## src/rtl/serial_paralelo_sync.sv

```systemverilog
// Serial-to-parallel receiver: MSB-first shift register, comma-based word alignment
// and HUNT/VERIFY/LOCKED lock tracking, all clocked by the single bit clock.
module serial_paralelo_sync #(
   parameter int unsigned      WIDTH      = 8,
   parameter logic [WIDTH-1:0] COMMA      = 8'hBC,
   parameter int unsigned      LOCK_COUNT = 4,
   parameter int unsigned      LOSS_COUNT = 3
) (
   input  logic             clk_32f,
   input  logic             reset,
   input  logic             data_in,
   output logic [WIDTH-1:0] data_out,
   output logic             valid_out,
   output logic             active,
   output logic             misalign
);

   localparam int unsigned BW = $clog2(WIDTH);
   localparam int unsigned CW = $clog2(LOCK_COUNT + 1);
   localparam int unsigned EW = $clog2(LOSS_COUNT + 1);

   localparam logic [BW-1:0] BIT_LAST = BW'(WIDTH - 1);
   localparam logic [CW-1:0] LOCK_CNT = CW'(LOCK_COUNT);
   localparam logic [EW-1:0] LOSS_CNT = EW'(LOSS_COUNT);

   typedef enum logic [1:0] {
      HUNT   = 2'd0,
      VERIFY = 2'd1,
      LOCKED = 2'd2
   } state_t;

   state_t           state;
   state_t           state_nxt;
   logic [WIDTH-1:0] sr;
   logic [BW-1:0]    bit_cnt;
   logic [BW-1:0]    bit_cnt_nxt;
   logic [CW-1:0]    comma_cnt;
   logic [CW-1:0]    comma_cnt_nxt;
   logic [CW-1:0]    comma_inc;
   logic [EW-1:0]    err_cnt;
   logic [EW-1:0]    err_cnt_nxt;
   logic [EW-1:0]    err_inc;
   logic [WIDTH-1:0] data_nxt;
   logic             valid_nxt;
   logic             misalign_nxt;
   logic             is_comma;
   logic             wb;

   assign is_comma = (sr == COMMA);
   assign wb       = (state != HUNT) && (bit_cnt == '0);

   // Saturating increments; the compare against the limit happens on the incremented value.
   assign comma_inc = (comma_cnt == LOCK_CNT) ? comma_cnt : comma_cnt + CW'(1);
   assign err_inc   = (err_cnt == LOSS_CNT) ? err_cnt : err_cnt + EW'(1);

   always_comb begin
      // NOTE: every variable gets a default first, so no branch can leave one unassigned and infer a latch.
      state_nxt     = state;
      bit_cnt_nxt   = bit_cnt;
      comma_cnt_nxt = comma_cnt;
      err_cnt_nxt   = err_cnt;
      data_nxt      = '0;
      valid_nxt     = 1'b0;
      misalign_nxt  = 1'b0;

      if (state != HUNT) begin
         bit_cnt_nxt = (bit_cnt == BIT_LAST) ? '0 : bit_cnt + BW'(1);
      end

      case (state)
         HUNT: begin
            // The comma just completed in sr, so the next word ends WIDTH edges from now.
            if (is_comma) begin
               bit_cnt_nxt   = BW'(1);
               comma_cnt_nxt = CW'(1);
               state_nxt     = (LOCK_COUNT == 1) ? LOCKED : VERIFY;
            end
         end

         VERIFY: begin
            if (wb) begin
               if (is_comma) begin
                  comma_cnt_nxt = comma_inc;
                  if (comma_inc == LOCK_CNT) begin
                     state_nxt = LOCKED;
                  end
               end else begin
                  comma_cnt_nxt = '0;
                  state_nxt     = HUNT;
               end
            end
         end

         LOCKED: begin
            data_nxt = data_out;
            if (wb) begin
               if (is_comma) begin
                  err_cnt_nxt = '0;
               end else begin
                  data_nxt  = sr;
                  valid_nxt = 1'b1;
               end
            end else if (is_comma) begin
               // Off-boundary comma: phase has slipped; bit_cnt keeps running on purpose.
               misalign_nxt = 1'b1;
               if (err_inc == LOSS_CNT) begin
                  err_cnt_nxt = '0;
                  state_nxt   = HUNT;
               end else begin
                  err_cnt_nxt = err_inc;
               end
            end
         end

         default: begin
            state_nxt = HUNT;
         end
      endcase
   end

   always_ff @(posedge clk_32f) begin
      // NOTE: synchronous reset clears sr as well, so no stale half-comma can match right after reset.
      if (!reset) begin
         state     <= HUNT;
         sr        <= '0;
         bit_cnt   <= '0;
         comma_cnt <= '0;
         err_cnt   <= '0;
         data_out  <= '0;
         valid_out <= 1'b0;
         active    <= 1'b0;
         misalign  <= 1'b0;
      end else begin
         // NOTE: non-blocking updates keep sr's pre-edge value as the compare source for this edge.
         state     <= state_nxt;
         sr        <= {sr[WIDTH-2:0], data_in};
         bit_cnt   <= bit_cnt_nxt;
         comma_cnt <= comma_cnt_nxt;
         err_cnt   <= err_cnt_nxt;
         data_out  <= data_nxt;
         valid_out <= valid_nxt;
         active    <= (state_nxt == LOCKED);
         misalign  <= misalign_nxt;
      end
   end

endmodule

```

## config.mk

```make
export PLATFORM = sky130hd
export DESIGN_NAME = serial_paralelo_sync
export DESIGN_NICKNAME = d
export VERILOG_FILES = /design/src/rtl/serial_paralelo_sync.sv
export SDC_FILE = /design/constraint.sdc
export NUM_CORES = 1
export LEC_CHECK = 0
export ABC_AREA = 1
export CAP_MARGIN = 20
export CORE_MARGIN = 1.5
export CORE_UTILIZATION = 58
export CTS_CLUSTER_DIAMETER = 80
export DETAILED_ROUTE_END_ITERATION = 7
export GPL_ROUTABILITY_DRIVEN = 0
export GPL_TIMING_DRIVEN = 0
export PLACE_DENSITY_LB_ADDON = 0.25
export SLEW_MARGIN = 20
export SYNTH_ARGS = -nofsm -noshare
export SYNTH_HDL_FRONTEND = slang
export SYNTH_SLANG_ARGS = --single-unit
```

## constraint.sdc

```tcl
create_clock -name clk_32f -period 2.5 [get_ports clk_32f]
set_clock_uncertainty 0.1 [all_clocks]
set_input_delay 0.5 -clock clk_32f [delete_from_list [all_inputs] [get_ports clk_32f]]
set_output_delay 0.5 -clock clk_32f [all_outputs]
set_load 0.02 [all_outputs]
```

==> results of run 1 <==
## synth_stat cells
cell	n	area, um^2
clkbuf_1	1	3.75
nand3b_1	1	7.51
nand2_2	1	6.26
nand2_1	42	158
nor3_1	1	5.00
ha_1	5	62.6
buf_6	1	11.3
inv_2	4	15.0
nand2_4	3	33.8
inv_1	25	93.8
o21ai_0	3	15.0
nor2_1	23	86.3
nor2_2	4	25.0
a21oi_1	14	70.1
nand3_1	16	80.1
dfxtp_1	29	581
o21bai_1	1	7.51
## registers in the layout, summed over array words and instances, names as in the netlist
signal and flops:
bit_cnt 3, state 2, comma_cnt 3, err_cnt 2, valid_out 1, data_out 8
sr 8, misalign 1, active 1
## metrics by stage
step,utilization,instances
finish,0.739,222
global route,0.739,222
CTS,0.739,222
detailed placement,0.712,214
global placement,0.712,214
floorplan,-,174
## worst min-delay path, cell delays in order (launching register included)
cell     delay (ns)
dfxtp_1        0.33
nand2_1        0.06
inv_1          0.03
## per-layer routing
layer / share of wire / global-route usage / wire length [um]
met1: 0.43 / 0.243 / 1010
met2: 0.51 / 0.384 / 1200
met3: 0.049 / 0.0636 / 116
met4: 0.016 / 0.0926 / 38
met5: 0 / 0 / 0
## cells by family after synthesis
family	count (synthesis)
AO/OA/AOI/OAI	18
adder cells (fa/ha/maj)	5
buffers and inverters	31
flip-flops	29
AND/OR/NAND/NOR	91
## placed cells by master (no fill, tap or decap)
master and instances:
nand2_2 1, nand3b_1 1, inv_1 25, nand2_4 3, buf_6 1, clkdlybuf4s50_1 13
clkbuf_4 5, o21bai_1 1, dfxtp_1 29, o21ai_0 3, a21oi_1 14, inv_2 4
clkinvlp_4 1, nor3_1 1, clkinv_2 2, ha_1 5, nand3_1 16, nor2_2 4
nand2_1 42, nor2_1 23, clkbuf_1 1
## final cells by class
class                      count  area share
buffer                         2      0.0101
clock buffer                   5      0.0254
clock inverter                 3      0.0118
inverter                      29      0.0735
multi-input combinational    114       0.376
sequential                    29       0.392
tap                           27      0.0228
timing repair buffer          13      0.0879
## power breakdown
group	total [W]	leakage (nW)	internal, W	switching (W)
clock network	0.000271	0.0310	0.000106	0.000166
logic	0.0000122	0.394	0.00000468	0.00000753
registers	0.000466	0.234	0.000464	0.00000184
## final timing paths
| kind | end | cells after the start |
|---|---|---|
| setup / recovery | data_out[4] | 1 |
| hold / removal | sr[3] | 2 |
| setup reg to reg | active | 9 |
| hold reg to reg | sr[3] | 2 |
==> out/metrics.yaml, run 1 <==
synth_mux_area_frac: 0
dieArea_um2: 2460
reg2reg_from: "bit_cnt[0]"
drtPass1Iterations: 4
syn_nets: 182
crit_arrival_ns: 1.29
worst_path_largest_cell_delay_ns: 0.61
ant_nets: 0
clock-root-buffer: "clkbuf_4"
cts_resized: 0
synth_seq_area_share: 0.460
cts_buffers: 5
required_ns: 1.90
clk_latency_ns: 0.32
drt-initial-drc-count: 32
synth-simple-area-share: 0.318
netlist_instances: 174
cap_violations: 0
syn-cell-area_um2: 1260
slowest_stage: "clkdlybuf4s50_1"
htree_levels: 2
fin_setup_tns_ns: 0
ios: 14
nFillCells: 165
holdWs_ns: 0.337
ys_types: 17
die_h_um: 49.6
crit_start: "data_out[4]"
final_cell_area_um2: 1480
grt_pass1_wl_um: 4110
clkTransAtPathRegs_ns: 0.10
cts.sinks: 29
crit_family: "buffers and inverters"
initial_core_util: 0.630
holdCritPathClass: "reg2reg"
end_kind: "output pin"
antennaDiodeCount: 0
routed_wirelength_um: 2360
finalMaxSlewViolations: 0
grt-ovfl-total: 0
fin_crit_ns: 1.89
grt_usage: 0.218
status: "completed"
yosys_register_bits: 29
finalPower_w: 0.000750
synth-compound-area-share: 0.0734
syn_area_per_cell_um2: 7.25
placed_area_um2: 1430
area_delta_synth_final_pct: 17.4
clk_path_buf_depth: 2
multi_input_area_um2: 557
avgViaCountPerCell: 5.05
drc: 0
yosys_warnings: 0
power_density_nw_per_um2: 506
dp_hpwl_um: 1750
hold_start: "sr[2]"
cp.buffers_inverters: 1
ir_worst_vdd_v: 0.000423
fmax_mhz: 530
slew_headroom: 0.709
post_cts_buffers: 0
rsz0062_at_grt: "false"
place.port_buffers: 13
power.leakage_nw: 0.659
fin_crit_sh: 0.754
wire_per_inst_um: 10.6
setup_slack_ns: 0.614
hold_violations: 0
post-place-ws_ns: 0.640
regToRegSetupSlack_ns: 0.85
final-setup-viol-count: 0
dr_total_vias: 1120
cts_tree: "built"
seq_area_um2: 581
antenna_found_initial: 0
synthAdderAreaFrac: 0.0496
grt_max_degree: 11
path_class: "reg2out"
synth_top_family_by_area: "simple AND/OR/NAND/NOR gates"
grt_pass1_vias: 1016
num_rows: 16
drive_above_1_share: 0.108
start_kind: "register"
cp_max_fo: 2
synthXorXnorAreaFrac: 0
ctsHoldBuffers: 0
core_um2: 2000
worst-slew-pin-transition_ns: 0.436
dieWidth_um: 49.6
fin_nets: 202
path_cells: "clkdlybuf4s50_1"
(Power assumes the default switching activity.)
==> run 2, diff against run 1 <==
Settings changed: CORE_UTILIZATION 58 to 49.
Clock period 2.5 ns to 1.7 ns, I/O delays scaled along.
==> run 2 against run 1 <==
Net effect: design area increased by 2.3%; clock power increased by 120%; register-to-register slack got worse by 0.72 ns; final cell count increased by 1.4%; sequential power increased by 47%; global-route usage decreased by 1.8 points; total power increased by 72%; non-clock buffer count unchanged; via count decreased by 0.18%; highest routed layer unchanged; first-iteration DRC count decreased by 47%; critical path depth increased by 8.
==> out/metrics.yaml, run 2 (synthesis gave the netlist of run 1 again) <==
grt_usage: 0.201
initial_core_util: 0.514
power_density_nw_per_um2: 853
cp_common_cell: "nor2_1"
grt-ovfl-total: 0
clk_path_buf_depth: 2
dp_hpwl_um: 1750
fin_crit_sh: 0.922
ios: 14
grt_pass1_vias: 995
clk_latency_ns: 0.33
final-setup-viol-count: 0
antennaDiodeCount: 0
ir_worst_vdd_v: 0.000686
final_cell_area_um2: 1510
slew_headroom: 0.706
hold_start: "sr[2]"
worst-slew-pin-transition_ns: 0.441
num_rows: 18
cap_violations: 0
clkTransAtPathRegs_ns: 0.09
die_h_um: 53.7
core_um2: 2450
drt-initial-drc-count: 17
place.port_buffers: 13
power.leakage_nw: 0.768
ctsHoldBuffers: 0
slowest_stage: "dfxtp_1"
post-place-ws_ns: 0.0141
required_ns: 1.83
hold_violations: 0
path_class: "reg2reg"
avgViaCountPerCell: 4.97
worst_path_largest_cell_delay_ns: 0.33
drtPass1Iterations: 4
post_cts_buffers: 0
setup_slack_ns: 0.132
wire_per_inst_um: 10.8
drc: 0
fin_nets: 202
drive_above_1_share: 0.103
cts.sinks: 29
fmax_mhz: 638
final_common_cell: "nand2_1"
stdcell_count: 225
grt_max_degree: 11
reg2reg_to: "comma_cnt[0]"
worst_hold_path.num_cells: 2
dr_total_vias: 1118
finalMaxSlewViolations: 0
r2r_cells: 9
reg2reg_from: "bit_cnt[0]"
antenna_found_initial: 0
crit_arrival_ns: 1.70
cp_max_fo: 4
largestRegisters: "data_out x8, sr x8"
rsz0062_at_grt: "false"
dieWidth_um: 53.7
seq_area_um2: 581
dieArea_um2: 2890
start_kind: "register"
htree_levels: 2
regToRegSetupSlack_ns: 0.13
ant_nets: 0
routed_wirelength_um: 2430
cts_tree: "built"
end_kind: "register"
path_cells: "inv_1 -> ha_1 -> inv_1 -> nor2_1 -> nand2_4 -> nor2_2 -> nor2_1 -> nor2_1 -> nor2_1"
placed_area_um2: 1430
fin_setup_tns_ns: 0
grt_pass1_wl_um: 4080
place_inst: 217
area_delta_synth_final_pct: 20.0
fin_crit_ns: 1.57
cts_buffers: 5
holdWs_ns: 0.338
final_cell_mix: "nand2_1, dfxtp_1, inv_1"
status: "completed"
holdCritPathClass: "reg2reg"
multi_input_area_um2: 557
holdPathEnd: "sr[3]"
clock-root-buffer: "clkbuf_4"
nFillCells: 225
run 2: cell count changes in the layout (fill, tap and decap cells not counted), sizes merged:
cell           previous run  this run
bufinv                    0         1
clkinv                    2         0
dlymetal6s2s              0         3
dlygate4sd2               0         8
clkinvlp                  1         0
clkdlybuf4s50            13         2
clkbuf                    6         8
run 2: per-layer routing:
metal | global-route usage | up-vias | part of all wire
met4 | 0.0769 | 0 | 0.015
li1 | - | 577 | -
met5 | 0 | - | 0
met3 | 0.0750 | 6 | 0.051
met2 | 0.333 | 31 | 0.49
met1 | 0.232 | 504 | 0.45
run 2: final cells by class:
class | count | share of cell area
multi-input combinational | 114 | 0.368
timing repair buffer | 13 | 0.0843
sequential | 29 | 0.383
clock buffer | 7 | 0.0364
tap | 30 | 0.0248
clock inverter | 1 | 0.0198
buffer | 2 | 0.00992
inverter | 29 | 0.0736
run 2: what timing repair did:
action | 4_1_cts | 5_1_grt
gates resized for setup | 8 | 4
cloned | 0 | 0
endpoints found under the setup margin | 8 | 5
run 2: stage by stage:
step / total power (W) / util
after global routing: 0.00134 / 0.617
after global placement: 0.000718 / 0.582
after detailed placement: 0.000719 / 0.582
final: 0.00129 / 0.617
after floorplan: 0.000710 / -
after CTS: 0.00130 / 0.613
run 2: power by group:
group          leakage (nW)  internal (W)  switching (W)  total (W)
Combinational         0.489    0.00000689      0.0000109  0.0000178
Sequential            0.234      0.000682     0.00000263   0.000685
Clock                0.0455      0.000351       0.000238   0.000589
Total                 0.768       0.00104       0.000251    0.00129
run 2: worst max-delay path by stage:
stage	startpoint	to	slack, ns	depth (start not counted)
2_1_floorplan	bit_cnt[0]	active	0.30	9
3_3_place_gp	reset	err_cnt[0]	0.04	4
3_5_place_dp	reset	err_cnt[0]	0.01	4
4_1_cts	misalign	misalign	0.01	1
5_1_grt	comma_cnt[0]	active	0.006	8
6_report	bit_cnt[0]	comma_cnt[0]	0.13	9
run 2: critical path: cells and delay by family, from the launching register on:
kind | cells | cell delay (ns)
adder cells (fa/ha/maj) | 1 | 0.14
buffers and inverters | 2 | 0.12
flip-flops | 1 | 0.33
AND/OR/NAND/NOR | 6 | 0.78
==> patch, RTL diff (flow settings as in run 2) <==
Put one more register stage on the output `data_out`, with the module's reset. The value now appears one clock later. The other outputs are not delayed to match.
--- a/src/rtl/serial_paralelo_sync.sv
+++ b/src/rtl/serial_paralelo_sync.sv
@@ -29,4 +29,6 @@
       LOCKED = 2'd2
    } state_t;
+
+   logic [WIDTH-1:0] data_s0;
 
    state_t           state;
@@ -93,5 +95,5 @@
 
          LOCKED: begin
-            data_nxt = data_out;
+            data_nxt = data_s0;
             if (wb) begin
                if (is_comma) begin
@@ -127,5 +129,5 @@
          comma_cnt <= '0;
          err_cnt   <= '0;
-         data_out  <= '0;
+         data_s0   <= '0;
          valid_out <= 1'b0;
          active    <= 1'b0;
@@ -138,5 +140,5 @@
          comma_cnt <= comma_cnt_nxt;
          err_cnt   <= err_cnt_nxt;
-         data_out  <= data_nxt;
+         data_s0   <= data_nxt;
          valid_out <= valid_nxt;
          active    <= (state_nxt == LOCKED);
@@ -145,4 +147,12 @@
    end
 
+   always_ff @(posedge clk_32f) begin
+      if (!reset) begin
+         data_out <= '0;
+      end else begin
+         data_out <= data_s0;
+      end
+   end
+
 endmodule
 
Check against the original RTL: no difference found for any inputs over 10 cycles, from zero or initial values and one cycle with reset low; that may be too few to reach the edited logic, so the function may still have changed.
==> patch against run 2 <==
Sequential share of layout area is 3.8 points higher. Highest routed layer unchanged. Combinational power increased by 31%. Global-route usage down 4.5 points. Via count increased by 4.9%. Sequential power rose by 27%. Fmax up 10%. Routed wire length shrank 7.0%. Synthesized area up 21%. Design area increased by 16%. Sequential cell count rose by 8. Worst setup slack better by 0.14 ns. Worst hold slack lost 0.0047 ns. First-iteration DRC count up 59%. Power increased by 4.7%.
==> patch: results <==
[finish]
multi_input_area_um2 = 618.1
seq_cells = 37
final-seq-area_um2 = 740.7
fin_nets = 235
inverters_excl_clock = 42
nonClkBufAreaFrac_pct = 7.906
clkCellAreaFrac_pct = 3.419
nFillCells = 305
reg_top3 = data_out: 8 flops, data_s0: 8 flops, sr: 8 flops
drive_above_1_share_pct = 9.211

[outcome]
status = completed

[logic_synthesis]
synth_cell_types = 18
seq_area_frac_synth_pct = 48.60
synth.top_cells.by_count = 51 x nand2_1, 40 x inv_1, 37 x dfxtp_1
synthTopCellsByArea = dfxtp_1 49%, nand2_1 13%, inv_1 9.9%
synthAdderAreaFrac_pct = 4.105
syn-num-nets = 215

[pwr]
irDropWorstVdd_mv = 0.4464
total_leakage_power_nw = 0.9453

[route]
via_per_inst = 4.494
wl_um = 2263
drtIter0Drc = 27

[clock_tree]
cts.clk_slew.worst_paths_ns = 0.12

[setup_path]
cp_max_fo = 1
crit_family = flip-flops

[global_route]
grt_max_degree = 14
grt_pass1_wl_um = 4112
grt_use_total_pct = 15.61
grt_pass1_vias = 1030

[placement]
post-dp-hpwl_um = 1712
-- patch: layer usage --
layer  wire length [µm]  vias to the layer above  global-route usage, %
li1                   -                      662                      -
met1               1182                      490                  20.85
met2                966                       16                  23.33
met3                 74                        5                  4.615
met4                 39                        0                  6.818
met5                  0                        -                      0
-- patch: report_power, final --
part | total [mW] | switching, mW | internal [mW]
Sequential | 0.873 | 0.00310 | 0.870
Clock | 0.456 | 0.292 | 0.164
Combinational | 0.0234 | 0.0154 | 0.00802
Total | 1.35 | 0.311 | 1.04
-- patch: worst min-delay path: stages, from the launching register on --
cell     delay [ns]
dfxtp_1        0.33
nand2_1        0.05
inv_1          0.03
-- patch: what timing repair did --
| action | in CTS | in global routing |
|---|---|---|
| hold buffers | 0 | 0 |
| endpoints found under the setup margin | 7 | 4 |
| gates cloned | 0 | 0 |
| resized for setup | 7 | 4 |
-- patch: logic make-up (layout without fill, tap and decap cells) --
kind of cell             after synthesis  after routing
flip-flops                            37             37
AO/OA/AOI/OAI                         18             18
buffers and inverters                 44             65
AND/OR/NAND/NOR                      103            103
adder cells (fa/ha/maj)                5              5
-- patch: through the flow --
stage	worst slack, ns	utilization [%]	cells	hold WS [ns]	cell area [µm²]
finish	0.2756	58.50	261	0.3334	1757
global route	0.1207	58.50	261	0.3501	1757
CTS	0.002805	58.17	261	0.3358	1747
detailed placement	0.01276	56.46	253	0.3179	1695
global placement	0.01256	56.46	253	0.3133	1695
floorplan	0.4087	-	207	0.3071	1524
-- patch: final timing paths --
kind | start | endpoint | slack, ns | cells after the start
worst max-delay path | data_out[7] | data_out[7] | 0.28 | 1
worst min-delay path | data_s0[2] | data_out[2] | 0.33 | 2
worst max register to register | bit_cnt[0] | comma_cnt[0] | 0.28 | 9
worst min register to register | data_s0[2] | data_out[2] | 0.33 | 2
